[config.mk]
export PLATFORM = sky130hd
export DESIGN_NAME = wb_arbiter
export DESIGN_NICKNAME = d
export VERILOG_FILES = /design/src/rtl/wb_arbiter.sv
export SDC_FILE = /design/constraint.sdc
export NUM_CORES = 1
export LEC_CHECK = 0
export BUFFER_PORTS_ARGS = -buffer_cell sky130_fd_sc_hd__buf_2
export CAP_MARGIN = 25
export CORE_MARGIN = 2
export CORE_UTILIZATION = 53
export DETAILED_ROUTE_END_ITERATION = 8
export PLACE_DENSITY = 0.84
export SYNTH_ARGS = -nofsm -noshare
export SYNTH_HDL_FRONTEND = slang
export SYNTH_SLANG_ARGS = --single-unit
[constraint.sdc]
create_clock -name i_clk -period 2.25 [get_ports i_clk]
set_input_delay 0 -clock i_clk [delete_from_list [all_inputs] [get_ports i_clk]]
set_output_delay 0 -clock i_clk [all_outputs]
set_load 0.005 [all_outputs]
[src/rtl/wb_arbiter.sv]
// Write-back arbiter: ALU1 always wins regfile port 1; MulDiv results queue in a 2-deep FIFO.
// Optional macro WB_MD_BYPASS_EN lets a MulDiv result cut through when the FIFO is empty and ALU1 is idle.
module wb_arbiter #(
  parameter int WIDTH_PRD = 7,
  parameter int MAX_WAIT  = 4
) (
  input  logic                 i_clk,
  input  logic                 i_rst_n,
  input  logic                 i_alu_valid,
  input  logic [WIDTH_PRD-1:0] i_alu_prd,
  input  logic [31:0]          i_alu_data,
  input  logic                 i_md_valid,
  input  logic [WIDTH_PRD-1:0] i_md_prd,
  input  logic [31:0]          i_md_data,
  output logic                 o_md_ready,
  output logic                 o_we,
  output logic [WIDTH_PRD-1:0] o_waddr,
  output logic [31:0]          o_wdata,
  output logic                 o_alu_hold
);

  typedef enum logic {NORMAL = 1'b0, STARVE = 1'b1} state_t;

  localparam logic [3:0] MAX_WAIT_C = 4'(MAX_WAIT);

  logic [WIDTH_PRD-1:0] fifo_prd  [2];
  logic [31:0]          fifo_data [2];
  logic                 head;
  logic                 tail;
  logic [1:0]           count;
  logic [3:0]           wait_cnt;
  logic [3:0]           wait_cnt_next;
  state_t               state;
  state_t               state_next;
  logic                 accept;
  logic                 pop;
  logic                 push;
  logic                 bypass;

  assign o_md_ready = (count < 2'd2);
  assign o_alu_hold = (state == STARVE);

  always_comb begin
    accept = i_md_valid & o_md_ready;
    pop    = ~i_alu_valid & (count != 2'd0);
`ifdef WB_MD_BYPASS_EN
    bypass = accept & ~i_alu_valid & (count == 2'd0);
`else
    bypass = 1'b0;
`endif
    push   = accept & ~bypass;
  end

  // Starvation counter tracks how long the current FIFO head has lost to ALU1.
  always_comb begin
    wait_cnt_next = wait_cnt;
    if (pop || (count == 2'd0)) begin
      wait_cnt_next = 4'd0;
    end else if (i_alu_valid && (wait_cnt < MAX_WAIT_C)) begin
      wait_cnt_next = wait_cnt + 4'd1;
    end
  end

  always_comb begin
    state_next = state;
    case (state)
      NORMAL: if (wait_cnt_next == MAX_WAIT_C) state_next = STARVE;
      STARVE: if (pop) state_next = NORMAL;
      default: state_next = NORMAL;
    endcase
  end

  always_ff @(posedge i_clk or negedge i_rst_n) begin
    if (!i_rst_n) begin
      head     <= 1'b0;
      tail     <= 1'b0;
      count    <= 2'd0;
      wait_cnt <= 4'd0;
      state    <= NORMAL;
    end else begin
      head     <= head ^ pop;
      tail     <= tail ^ push;
      count    <= count + {1'b0, push} - {1'b0, pop};
      wait_cnt <= wait_cnt_next;
      state    <= state_next;
    end
  end

  always_ff @(posedge i_clk) begin
    if (push) begin
      fifo_prd[tail]  <= i_md_prd;
      fifo_data[tail] <= i_md_data;
    end
  end

  // Address/data hold their last value when nothing wins so the wakeup tag stays stable.
  always_ff @(posedge i_clk or negedge i_rst_n) begin
    if (!i_rst_n) begin
      o_we    <= 1'b0;
      o_waddr <= '0;
      o_wdata <= '0;
    end else if (i_alu_valid) begin
      o_we    <= 1'b1;
      o_waddr <= i_alu_prd;
      o_wdata <= i_alu_data;
    end else if (pop) begin
      o_we    <= 1'b1;
      o_waddr <= fifo_prd[head];
      o_wdata <= fifo_data[head];
    end else if (bypass) begin
      o_we    <= 1'b1;
      o_waddr <= i_md_prd;
      o_wdata <= i_md_data;
    end else begin
      o_we    <= 1'b0;
    end
  end

endmodule

======== After elaboration in Yosys (flattened, before gate mapping) ========
Memories as Yosys holds them, arrays and structs flattened.
Cells that the tools add are included.
word-level totals
  register bits after elaboration ......... 49
  bits in writable memories ............... 78
  bits of input ports ..................... 82
  output and inout port bits .............. 42
  logic and storage cells ................. 40
  memories ................................ 2
operators by class
  add/sub/neg operators ................... 3
  $lt $le $gt $ge ......................... 2
  eq/ne operators ......................... 1
  multiplexer cells ....................... 13
  bitwise gates (word level) .............. 6
  reduce and logical (&&, ||, !) cells .... 5
memories
  name       depth  bits a word  read ports  clocked after Yosys merged registers in  write ports  RTL line  source
  fifo_data  2      32           1           0                                        1            27        logic [31:0] fifo_data [2];
  fifo_prd   2      7            1           0                                        1            26        logic [WIDTH_PRD-1:0] fifo_prd [2];
operators by type and width
  cell                                                                  count
  32-bit two-way mux                                                    2
  7-bit two-way mux                                                     2
  4-bit two-way mux                                                     2
  1-bit two-way mux                                                     6
  4-bit by 1-bit adder with 4-bit output, second input constant         1
  4-bit by 3-bit == test with 1-bit output, second input constant       1
  4-bit by 3-bit < comparator with 1-bit output, second input constant  1
  2-bit nonzero test                                                    2
  2-bit by 1-bit adder with 2-bit output                                1
  1-bit bitwise AND                                                     2
  2-bit logical NOT                                                     1
  2-bit < comparator, second input constant                             1
  1-bit inverter                                                        2
  1-bit case mux with 2 select lines                                    1
  2-bit by 1-bit subtractor with 2-bit output                           1
  1-bit XOR                                                             2
  1-bit logical AND                                                     1
  1-bit logical OR                                                      1

======== Longest topological paths before layout ========
  depth in word-level cells ............... 7
  depth in mapped cells ................... 9
  depth with buffers taken out ............ 8

======== Least setup slack after synthesis ========
Ideal clock, no wire load.
  kind .................................... flip-flop to flip-flop
  from .................................... reg count[1]
  to ...................................... mem fifo_data[1][0], enable pin
  library setup time ...................... 400 ps
  arrival ................................. 1620 ps
  data required time ...................... 1850 ps
  slack ................................... 229 ps
  stages on the path, launching flop included .. 5
  path buffers ............................ 0
  period minus slack after synthesis ...... 2021 ps
  cell sequence ........................... dfrtp_1 -> inv_1 -> nand2_1 -> inv_1 -> ha_1
between the ends
  cells in the longest elaborated chain, start to end .. 4
RTL lines
  element                                  RTL line  source
  from (decl)                              30        logic [1:0] count;
  from (signal assigned)                   83        count <= count + {1'b0, push} - {1'b0, pop};
  2-bit < comparator                       40        assign o_md_ready = (count < 2'd2);
  named net o_md_ready                     15        output logic o_md_ready,
  1-bit bitwise AND                        44        accept = i_md_valid & o_md_ready;
  1-bit two-way mux                        90        if (push) begin
  1-bit two-way mux (not written as such)  92        fifo_data[tail] <= i_md_data;
  to (decl)                                27
The timed path passes the listed nets, and every way through them passes these cells.

======== Worst setup path after layout ========
  from .................................... reg count[1]
  to ...................................... reg o_wdata[25]
between the ends
  cells in the longest elaborated chain, start to end .. 3
RTL lines
  element                       RTL line  source
  2-bit nonzero test            45        pop = ~i_alu_valid & (count != 2'd0);
  1-bit bitwise AND             45
  2-bit nonzero test (no line)  -
  to (signal assigned)          105       o_wdata <= i_alu_data;
  to (signal assigned)          109       o_wdata <= fifo_data[head];
  to (signal assigned)          113       o_wdata <= i_md_data;
  to (decl)                     18        output logic [31:0] o_wdata,
No other way between the ends.
A chain may end at the register's enable or synchronous reset.

==> flow_summary.ini <==
[floorplan]
rows = 35
coreArea_sq_mm = 0.00924
dieArea_sq_mm = 0.0103
die_h_um = 102
io_pins = 124
dieWidth_um = 102
initial_core_util = 0.547

[sta]
tns_ns = 0
slew_headroom = 0.431
fin_skew_ns = 0.00730
hold_viol = 0
whs_ns = 0.147
clock.fmax_mhz = 570
worst_pin_slew_ns = 0.854
slew_viol_final = 0
period_share = 0.780
period_minus_slack_ns = 1.76
rsz0062_at_grt = false
setup_viol = 0

[job]
maxCapViolations = 0

[synthesis]
ys_warn_count = 0
ys_types = 23
ys_ff_latch = 127
syn_avg_cell_area_sq_um = 15.2
postSynthNetCount = 420
ys_seq_area_frac = 0.706
synth_area_sq_mm = 0.00506
netlist_instances = 333

[global_route]
grt_max_degree = 80
busiest_layer = met2
antenna_found_initial = 0
grt_use_total = 0.240
gr-usage-met1 = 0.271
grt_overflow_total = 0
grt_util_met2 = 0.436
grt_pass1_wl_um = 18300
use_met3 = 0.0587
grt_pass1_vias = 3798

[placed_design]
post-dp-hpwl_um = 6270
portBuffers = 123
gp_routability_congestion = 0.797
dpl.cell_count = 575

[critical_path]
setup.worst_path.start = count[1]
r2r_end = o_wdata[25]
rr_worst_depth = 4
path_max_fanout = 39
rrSetupSlack_ns = 0.49
startpoint_type = flip-flop
crit_type = reg -> reg
r2r-start = count[1]
crit_required_ns = 2.58
end_kind = flip-flop
cp.arrival_ns = 2.09

[final_layout]
nets = 633
seq_area_sq_mm = 0.00357
layout_common_cells = buf_2, dlygate4sd3_1, edfxtp_1
area_growth_pct = 42.8
fin_cells = 688
num-fill-cells = 534
layout_commonest_cell = buf_2
final_util = 0.781
insertedDiodeCount = 0
drive_gt1_frac = 0.361
multi_input_area_sq_mm = 0.00138

[pwr]
share_seq_of_total_power = 0.411
intPower_mw = 5.79
power.switching_mw = 2.29
clkPwrFrac = 0.318
powerDensity_mw_per_mm2 = 1120
swShare = 0.284
comb_power_share = 0.271
ir_worst_vdd_mv = 0.652
power_mw = 8.08
leakage_nw = 3.00

[detailed_routing]
firstDrtPassIters = 4
vias = 3495
wl_um = 11500
ant_nets = 0
drc = 0
vias_per_cell = 5.08
routedWlPerCell_um = 16.8
drt-initial-drc-count = 141

[outcome]
status = complete, no violations

[clock_tree]
clockRootBuffer = clkbuf_8
cts.htree.levels = 4
clk_pin_slew_worst_paths_ns = 0.06
numClockSinks = 127
insertion_delay_ns = 0.50
cts_buffers = 17
cts_tree = done
clk_path_buf_depth = 2
postCtsSetupBuffers = 0

[min_path]
hp-class = in -> async
## power groups by stage
stage,combinational (mW),clock [mW],sequential (mW)
4_1_cts,2.18,2.60,3.31
2_1_floorplan,1.40,0,3.30
5_1_grt,2.39,2.71,3.37
3_3_place_gp,1.99,0,3.31
6_report,2.19,2.57,3.32
3_5_place_dp,2.05,0,3.35
## critical path, stage by stage, from the launching register on
cell and delay (ns):
dfrtp_1 0.45, nor2_4 0.13, buf_4 0.55, mux2i_1 0.27
o21ai_0 0.12
## kinds of logic (layout without fill, tap and decap cells)
kind of cell / after synthesis / in the layout / share of synthesized area
XOR/XNOR: 5 / 5 / 0.00866
AO/OA/AOI/OAI: 43 / 43 / 0.0443
adder cells (fa/ha/maj): 5 / 5 / 0.0124
buffers and inverters: 25 / 251 / 0.0243
flip-flops: 127 / 127 / 0.706
AND/OR/NAND/NOR: 50 / 50 / 0.0406
multiplexers: 78 / 78 / 0.164
## state kept, by name, summed over array words and instances (netlist names)
signal and count:
o_wdata 32, tail 1, fifo_data 64, fifo_prd 14
o_we 1, wait_cnt 4, o_waddr 7, o_alu_hold 1
count 2, head 1
## how the worst max path moves through the flow
stage / cells after the start / to / slack (ns)
4_1_cts: 4 / o_wdata[24] / 0.53
3_5_place_dp: 4 / o_waddr[0] / 0.53
5_1_grt: 4 / o_wdata[29] / 0.35
3_3_place_gp: 4 / o_wdata[8] / 0.64
6_report: 4 / o_wdata[25] / 0.49
2_1_floorplan: 4 / fifo_data[1][0] / 0.23
## stage by stage
step,cell area [sq um],setup WS (ns)
5_1_grt,7220,0.350
3_3_place_gp,5840,0.636
2_1_floorplan,5060,0.229
3_5_place_dp,5840,0.535
6_report,7220,0.495
4_1_cts,7220,0.526
## layer usage
layer  routed length, um  part of all wire
met5                   0                 0
met2                6280              0.54
met4                 180             0.016
met1                4550              0.39
met3                 514             0.045
## Yosys cell counts, drive strengths merged
master | number | area share
dfrtp | 49 | 0.24
o21ai | 41 | 0.041
nand2b | 1 | 0.0012
nor2 | 5 | 0.0042
nor3 | 1 | 0.00099
buf | 10 | 0.013
a21oi | 1 | 0.00099
edfxtp | 78 | 0.46
xnor2 | 5 | 0.0087
mux2 | 39 | 0.087
or2 | 1 | 0.0012
inv | 8 | 0.0059
or3 | 1 | 0.0012
ha | 5 | 0.012
clkbuf | 7 | 0.0052
or4b | 1 | 0.0020
mux2i | 39 | 0.077
nand2 | 40 | 0.030
a32o | 1 | 0.0020
## repair_timing
| action | 4_1_cts | 5_1_grt |
|---|---|---|
| hold endpoints to repair | 158 | 0 |
| gates resized for setup | 0 | 0 |
| hold buffers | 81 | 0 |
## cell type report
type / count / area share
repair buffers: 211 / 0.210
clock buffers: 18 / 0.0593
well taps: 129 / 0.0224
inverters: 8 / 0.00416
clock inverters: 14 / 0.0194
multi-input cells: 181 / 0.190
flip-flops and latches: 127 / 0.494
Power figures use the tool's default switching activity.
